File: src/rtl/fifo_arb_pkg.sv
// rtl/fifo_arb_pkg.sv - shared state/owner encoding for the FIFO write arbiter
package fifo_arb_pkg;

  // State value doubles as the o_Owner code seen by the parent.
  typedef enum logic [1:0] {
    IDLE  = 2'b00,
    OWN_A = 2'b01,
    OWN_B = 2'b10
  } arb_state_t;

endpackage

File: src/rtl/fifo_wr_arbiter.sv
// rtl/fifo_wr_arbiter.sv - two-requester round-robin burst arbiter feeding one FIFO write port
module fifo_wr_arbiter
  import fifo_arb_pkg::*;
#(
  parameter int WIDTH = 8,
  parameter int BURST = 4
) (
  input  logic             i_Clk,
  input  logic             i_Rst_L,
  input  logic             i_A_Req,
  input  logic [WIDTH-1:0] i_A_Data,
  output logic             o_A_Ack,
  input  logic             i_B_Req,
  input  logic [WIDTH-1:0] i_B_Data,
  output logic             o_B_Ack,
  input  logic             i_Full,
  output logic             o_Wr_DV,
  output logic [WIDTH-1:0] o_Wr_Data,
  output logic [1:0]       o_Owner
);

  localparam int CW = $clog2(BURST + 1);

  arb_state_t     state, state_nxt;
  logic           last_b, last_b_nxt;
  logic [CW-1:0]  cnt, cnt_nxt;
  logic           accept;
  logic           burst_done;
  logic           own_req;
  logic           other_req;
  logic [WIDTH-1:0] acc_data;

  assign o_Owner = state;

  always_comb begin
    o_A_Ack    = i_Rst_L && (state == OWN_A) && i_A_Req && !i_Full;
    o_B_Ack    = i_Rst_L && (state == OWN_B) && i_B_Req && !i_Full;
    accept     = o_A_Ack || o_B_Ack;
    acc_data   = o_B_Ack ? i_B_Data : i_A_Data;
    own_req    = (state == OWN_B) ? i_B_Req : i_A_Req;
    other_req  = (state == OWN_B) ? i_A_Req : i_B_Req;
    // Burst end only counts on a real accept, so a full FIFO never ends a grant.
    burst_done = accept && (cnt == CW'(BURST - 1));

    state_nxt  = state;
    last_b_nxt = last_b;
    cnt_nxt    = accept ? cnt + 1'b1 : cnt;

    case (state)
      IDLE: begin
        if (i_A_Req && i_B_Req) state_nxt = last_b ? OWN_A : OWN_B;
        else if (i_A_Req)       state_nxt = OWN_A;
        else if (i_B_Req)       state_nxt = OWN_B;
      end
      OWN_A, OWN_B: begin
        if (burst_done || !own_req) begin
          last_b_nxt = (state == OWN_B);
          cnt_nxt    = '0;
          if (other_req)    state_nxt = (state == OWN_A) ? OWN_B : OWN_A;
          else if (own_req) state_nxt = state;
          else              state_nxt = IDLE;
        end
      end
      default: state_nxt = IDLE;
    endcase

    if (state_nxt != state) cnt_nxt = '0;
  end

  always_ff @(posedge i_Clk) begin
    if (!i_Rst_L) begin
      state     <= IDLE;
      last_b    <= 1'b1;
      cnt       <= '0;
      o_Wr_DV   <= 1'b0;
      o_Wr_Data <= '0;
    end else begin
      state   <= state_nxt;
      last_b  <= last_b_nxt;
      cnt     <= cnt_nxt;
      o_Wr_DV <= accept;
      if (accept) o_Wr_Data <= acc_data;
    end
  end

endmodule
File: config.mk
export PLATFORM = sky130hd
export DESIGN_NAME = fifo_wr_arbiter
export DESIGN_NICKNAME = d
export VERILOG_FILES = /design/src/rtl/fifo_arb_pkg.sv /design/src/rtl/fifo_wr_arbiter.sv
export SDC_FILE = /design/constraint.sdc
export NUM_CORES = 1
export LEC_CHECK = 0
export CORE_AREA = 4 4 52 54
export CTS_CLUSTER_DIAMETER = 100
export DETAILED_ROUTE_END_ITERATION = 12
export DIE_AREA = 0 0 56 58
export PLACE_DENSITY = 0.74
export SLEW_MARGIN = 5
export SYNTH_ARGS = -nofsm -noshare
export SYNTH_HDL_FRONTEND = slang
export SYNTH_SLANG_ARGS = --single-unit
File: constraint.sdc
create_clock -name i_Clk -period 2.3 [get_ports i_Clk]
set_clock_uncertainty 0.05 [all_clocks]
set_input_delay 0.23 -clock i_Clk [delete_from_list [all_inputs] [get_ports i_Clk]]
set_output_delay 0.23 -clock i_Clk [all_outputs]
set_load 0.02 [all_outputs]
### Word level (Yosys, flattened, before mapping)

Cells that the tools add are included.

* word-level logic and storage cells: 42
* bits in latches: 0
* memory bits (writable): 0
* ROM bits: 0
* bits in registers: 15
* output and inout bits: 13
* input bits: 21
* memories kept: 0

* muxes and demuxes: 15
* $mul: 0
* equal/unequal tests: 4
* reduce and logical (&&, ||, !) cells: 16
* shift operators: 0
* add/subtract/negate cells: 1
* $lt $le $gt $ge: 0
* bitwise logic cells: 1
* div/mod/pow operators: 0

Operators by type and width (count)
* 2-to-1 mux 2 bit: 8
* 2-to-1 mux 3 bit: 3
* logical AND 1 bit: 8
* 2-to-1 mux 8 bit: 1
* one-hot mux 2 bit (2 select lines): 1
* OR reduction 2 bit: 2
* adder 3 x 1 -> 3 bit (second input constant): 1
* equality test 3 x 2 -> 1 bit (second input constant): 1
* equality test 2 x 1 -> 1 bit (second input constant): 1
* equality test 2 bit (second input constant): 1
* zero test 1 bit: 2
* zero test 2 bit: 1
* logical OR 1 bit: 2
* 2-to-1 mux 1 bit: 2
* inequality test 2 bit: 1
* AND reduction 2 bit: 1
* inverter 1 bit: 1

### Depth between registers and ports, before layout

* depth in word-level cells: 11
* depth in mapped cells: 8
* depth with buffers taken out: 6

### Worst setup path before layout

OpenSTA, ideal clock, no wires.

* path type: reg2reg
* from: reg state[0] (netlist: o_Owner[0])
* to: reg cnt[2]
* arrival time: 2.044 ns
* clock period less this slack: 2.182 ns
* data required time: 2.163 ns
* library setup time: 0.087 ns
* slack: 0.118 ns
* stages on the path, launching flop included: 8
* cells stage by stage: dfxtp_1 > inv_1 > ha_1 > buf_6 > a22o_1 > a311o_1 > and3_4 > nor4b_2

* word-level cells in the longest chain between the ends: 11

Ends and longest elaborated chain
* start: declaration: line fifo_wr_arbiter.sv:24 `arb_state_t state, state_nxt;`
* start signal: assignment: line fifo_wr_arbiter.sv:78 `state <= state_nxt;`
* equality test 2 x 1 -> 1 bit or equality test 2 bit (tied branches)
* logical AND 1 bit, on equally long branches (3 in a row): line fifo_wr_arbiter.sv:36, fifo_wr_arbiter.sv:37
* logical OR 1 bit: line fifo_wr_arbiter.sv:38 `accept = o_A_Ack || o_B_Ack;`
* logical AND 1 bit: line fifo_wr_arbiter.sv:43 `burst_done = accept && (cnt == CW'(BURST - 1));`
* logical OR 1 bit: line fifo_wr_arbiter.sv:56 `if (burst_done || !own_req) begin`
* 2-to-1 mux 2 bit: line fifo_wr_arbiter.sv:56
* one-hot mux 2 bit (2 select lines): line fifo_wr_arbiter.sv:49 `case (state)`
* inequality test 2 bit: line fifo_wr_arbiter.sv:67 `if (state_nxt != state) cnt_nxt = '0;`
* OR reduction 2 bit (no line)
* end signal: assignment: line fifo_wr_arbiter.sv:80 `cnt <= cnt_nxt;`
* end: declaration: line fifo_wr_arbiter.sv:26 `logic [CW-1:0] cnt, cnt_nxt;`

Parallel ways exist; a longest one is shown, timed or not.
A chain may end at the register's enable or synchronous reset.

### Final worst setup path

* from: reg state[0] (netlist: o_Owner[0])
* to: out o_A_Ack

* word-level cells in the longest chain between the ends: 4

Ends and longest elaborated chain
* equality test 2 x 1 -> 1 bit: line fifo_wr_arbiter.sv:36 `o_A_Ack = i_Rst_L && (state == OWN_A) && i_A_Req && !i_Full;`
* logical AND 1 bit (3 in a row): line fifo_wr_arbiter.sv:36
* end: declaration: line fifo_wr_arbiter.sv:12 `output logic o_A_Ack,`

Every way passes these cells.

==> impl_metrics.ini <==
[clock_network]
clkSinkCount = 15
clock_latency_ns = 0.29
clk_pin_slew_ns = 0.09
hold_buffers = 0
ctsLongestPathBuffers = 2
cts-buffers-inserted = 3
htreeDepth = 1
cts.repair.resized = 0
post-cts-setup-buffers = 0
cts_tree = built
cts_root_buf = clkbuf_4

[yosys]
yosysSeqAreaShare_pct = 31.5
syn-cell-area_um2 = 953
syn-num-nets = 144
synth_top_area_share_pct = 31.5
synth-seq-cells = 15
synth_cells = 117
async_reset_ff_share_pct = 0
post_synth.cell_area_avg_um2 = 8.15
ys_warn_count = 0
synth_top_flop_cell = dfxtp_1
synth_top_area_cell = dfxtp_1
yosysUniqueCellTypes = 40
synth_area_leaders = dfxtp_1, ha_1, nand2_1, a311oi_1, nor2_1
synth_edf_count = 0

[floorplanning]
core-area_um2 = 2210
chipWidth_um = 56
boundaryPins = 34
start_util_pct = 43.1
die_h_um = 58
num_rows = 17
die_area_um2 = 3250

[global_route]
grt_max_degree = 17
track_usage_pct = 16.0
grt_pass1_vias = 958
grt_first_pass_wirelength_mm = 4.18
grt.overflow.total = 0
antenna_found_initial = 0

[setup_path]
cpLargestDelayFamily = buffers and inverters
critPathArrivalTime_ns = 1.93
critPathMaxFanout = 6
critPathLaunchType = flip-flop
rr_endpoint = cnt[0]
critPathCaptureType = output port
crit_chain = buf_4, ha_2, nand3_2, clkinv_1, clkdlybuf4s50_1
path_buf_inv = 3
slowest_stage = clkdlybuf4s50_1
regToRegStartpoint = o_Owner[0]
ff2ff_path_depth = 6
worst-setup-path-type = reg2out
critical_path.max_stage_delay_ns = 0.61
worstPathRequired_ns = 2.02
ff2ff_setup_slack_ns = 0.25

[sta]
period_share_pct = 96.0
drv_slew = 0
slew_headroom_pct = 63.3
hold_viol = 0
fin_setup_tns_ns = 0
tightest_slew_ns = 0.542
setup_violations = 0
fin_crit_ns = 2.21
fmax_ghz = 0.453
rsz0062_at_grt = no

[cells_and_area]
fillers = 201
mostFrequentLayoutCells = clkdlybuf4s50_1, nand2_1, dfxtp_1
final_util_pct = 62.5
fin_nets = 185
antenna_cells = 0
area_growth_pct = 45.0
final_common_cell = clkdlybuf4s50_1
drive_gt1_share_pct = 12.7

[drt]
drc = 0
dr.pass1.iters = 4
antenna_left = 0
wl_per_cell_um = 13.8
vias = 995
via_per_inst = 5.38
finalWirelength_mm = 2.55
drt_iter0_drc = 8

[min_path]
min_to = o_Wr_Data[6]
min_path_type = reg2reg
hp-start = o_Wr_Data[6]
worstHoldPathCells = 2

[placement]
place_hpwl_mm = 2.01
io_buffers = 33
place_congestion = 0.873

[power]
peakVddDrop_mv = 0.551
pwr-share-comb_pct = 56.1
seq_power_share_pct = 30.2
switching_share_pct = 40.5
internal_power_uw = 679
net-switching-power_uw = 463
power_density_nw_per_um2 = 826
p_leak_nw = 0.534
power.share.clock_pct = 13.7

[run]
max-cap-violations = 0

[run_status]
run_status = finished, final reports clean
[power groups by stage]
| stage | Combinational, mW | Sequential (mW) | Clock [mW] |
|---|---|---|---|
| 6_report | 0.641 | 0.345 | 0.156 |
| 5_1_grt | 0.689 | 0.351 | 0.170 |
| 4_1_cts | 0.632 | 0.344 | 0.160 |
| 3_5_place_dp | 0.627 | 0.350 | 0 |
| 3_3_place_gp | 0.621 | 0.349 | 0 |
| 2_1_floorplan | 0.356 | 0.399 | 0 |
[worst min-delay path: cells and delay by family, from the launching register on]
family / cells / cell delay (ns)
AOI/OAI and AO/OA: 1 / 0.07
DFF: 1 / 0.32
and+or+nand+nor: 1 / 0.06
[layout make-up]
class                           count  area (µm²)  area share (%)
Inverter                            8        30.0            2.17
Multi-Input combinational cell     87         584            42.3
Tap cell                           28        35.0            2.53
Timing Repair Buffer               43         405            29.3
Sequential cell                    15         300            21.7
Clock buffer                        3        22.5            1.63
Clock inverter                      1        5.00           0.362
[through the flow]
stage	power, mW	cells	worst slack (ns)	hold slack (ns)	cell area [µm²]
after floorplan	0.755	117	0.118	0.333	953
after global placement	0.970	181	0.213	0.420	1350
after detailed placement	0.977	181	0.160	0.427	1350
after CTS	1.14	185	0.0283	0.439	1380
after global routing	1.21	185	0.000649	0.454	1380
final	1.14	185	0.0931	0.438	1380
[state kept, by name, summed over array words and instances, names as in the netlist]
name       count
o_Wr_Data      8
o_Owner        2
o_Wr_DV        1
last_b         1
cnt            3
[kinds of logic after synthesis]
logic type / synth area share, %
and+or+nand+nor: 26.0
AOI/OAI and AO/OA: 22.8
buffers and inverters: 7.74
DFF: 31.5
adders and majority gates: 7.87
muxes: 3.15
xor gates and xnor gates: 0.919
[how the worst max path moves through the flow]
stage               endpoint        from  slack (ns)  depth (start not counted)
floorplan             cnt[2]  o_Owner[0]        0.12                          7
global route         o_A_Ack  o_Owner[0]      0.0006                          5
detailed placement    cnt[0]     i_B_Req        0.16                          5
finish               o_A_Ack  o_Owner[0]        0.09                          5
CTS                  o_A_Ack  o_Owner[0]        0.03                          5
global placement      cnt[1]     i_B_Req        0.21                          5
[per-layer routing]
| metal | routed length (µm) | GRT usage [%] | up-vias |
|---|---|---|---|
| li1 | - | - | 505 |
| met1 | 1080 | 18.5 | 448 |
| met2 | 1220 | 27.0 | 36 |
| met3 | 206 | 5.35 | 6 |
| met4 | 34 | 7.12 | 0 |
| met5 | 0 | 0 | - |
[synth_stat cells, types with 2 or more instances]
| library cell | n |
|---|---|
| dfxtp_1 | 15 |
| buf_6 | 2 |
| a31oi_1 | 4 |
| a311oi_1 | 4 |
| nor2_1 | 9 |
| and2_1 | 2 |
| nand3_1 | 5 |
| ha_1 | 6 |
| inv_1 | 7 |
| buf_2 | 2 |
| mux2i_1 | 3 |
| a32oi_1 | 2 |
| nor2b_1 | 3 |
| o21ai_0 | 2 |
| nor4_1 | 2 |
| nand2b_1 | 2 |
| a21oi_1 | 4 |
| clkbuf_1 | 3 |
| nand2_1 | 19 |
Note: power is estimated with default switching activity, not from simulation.
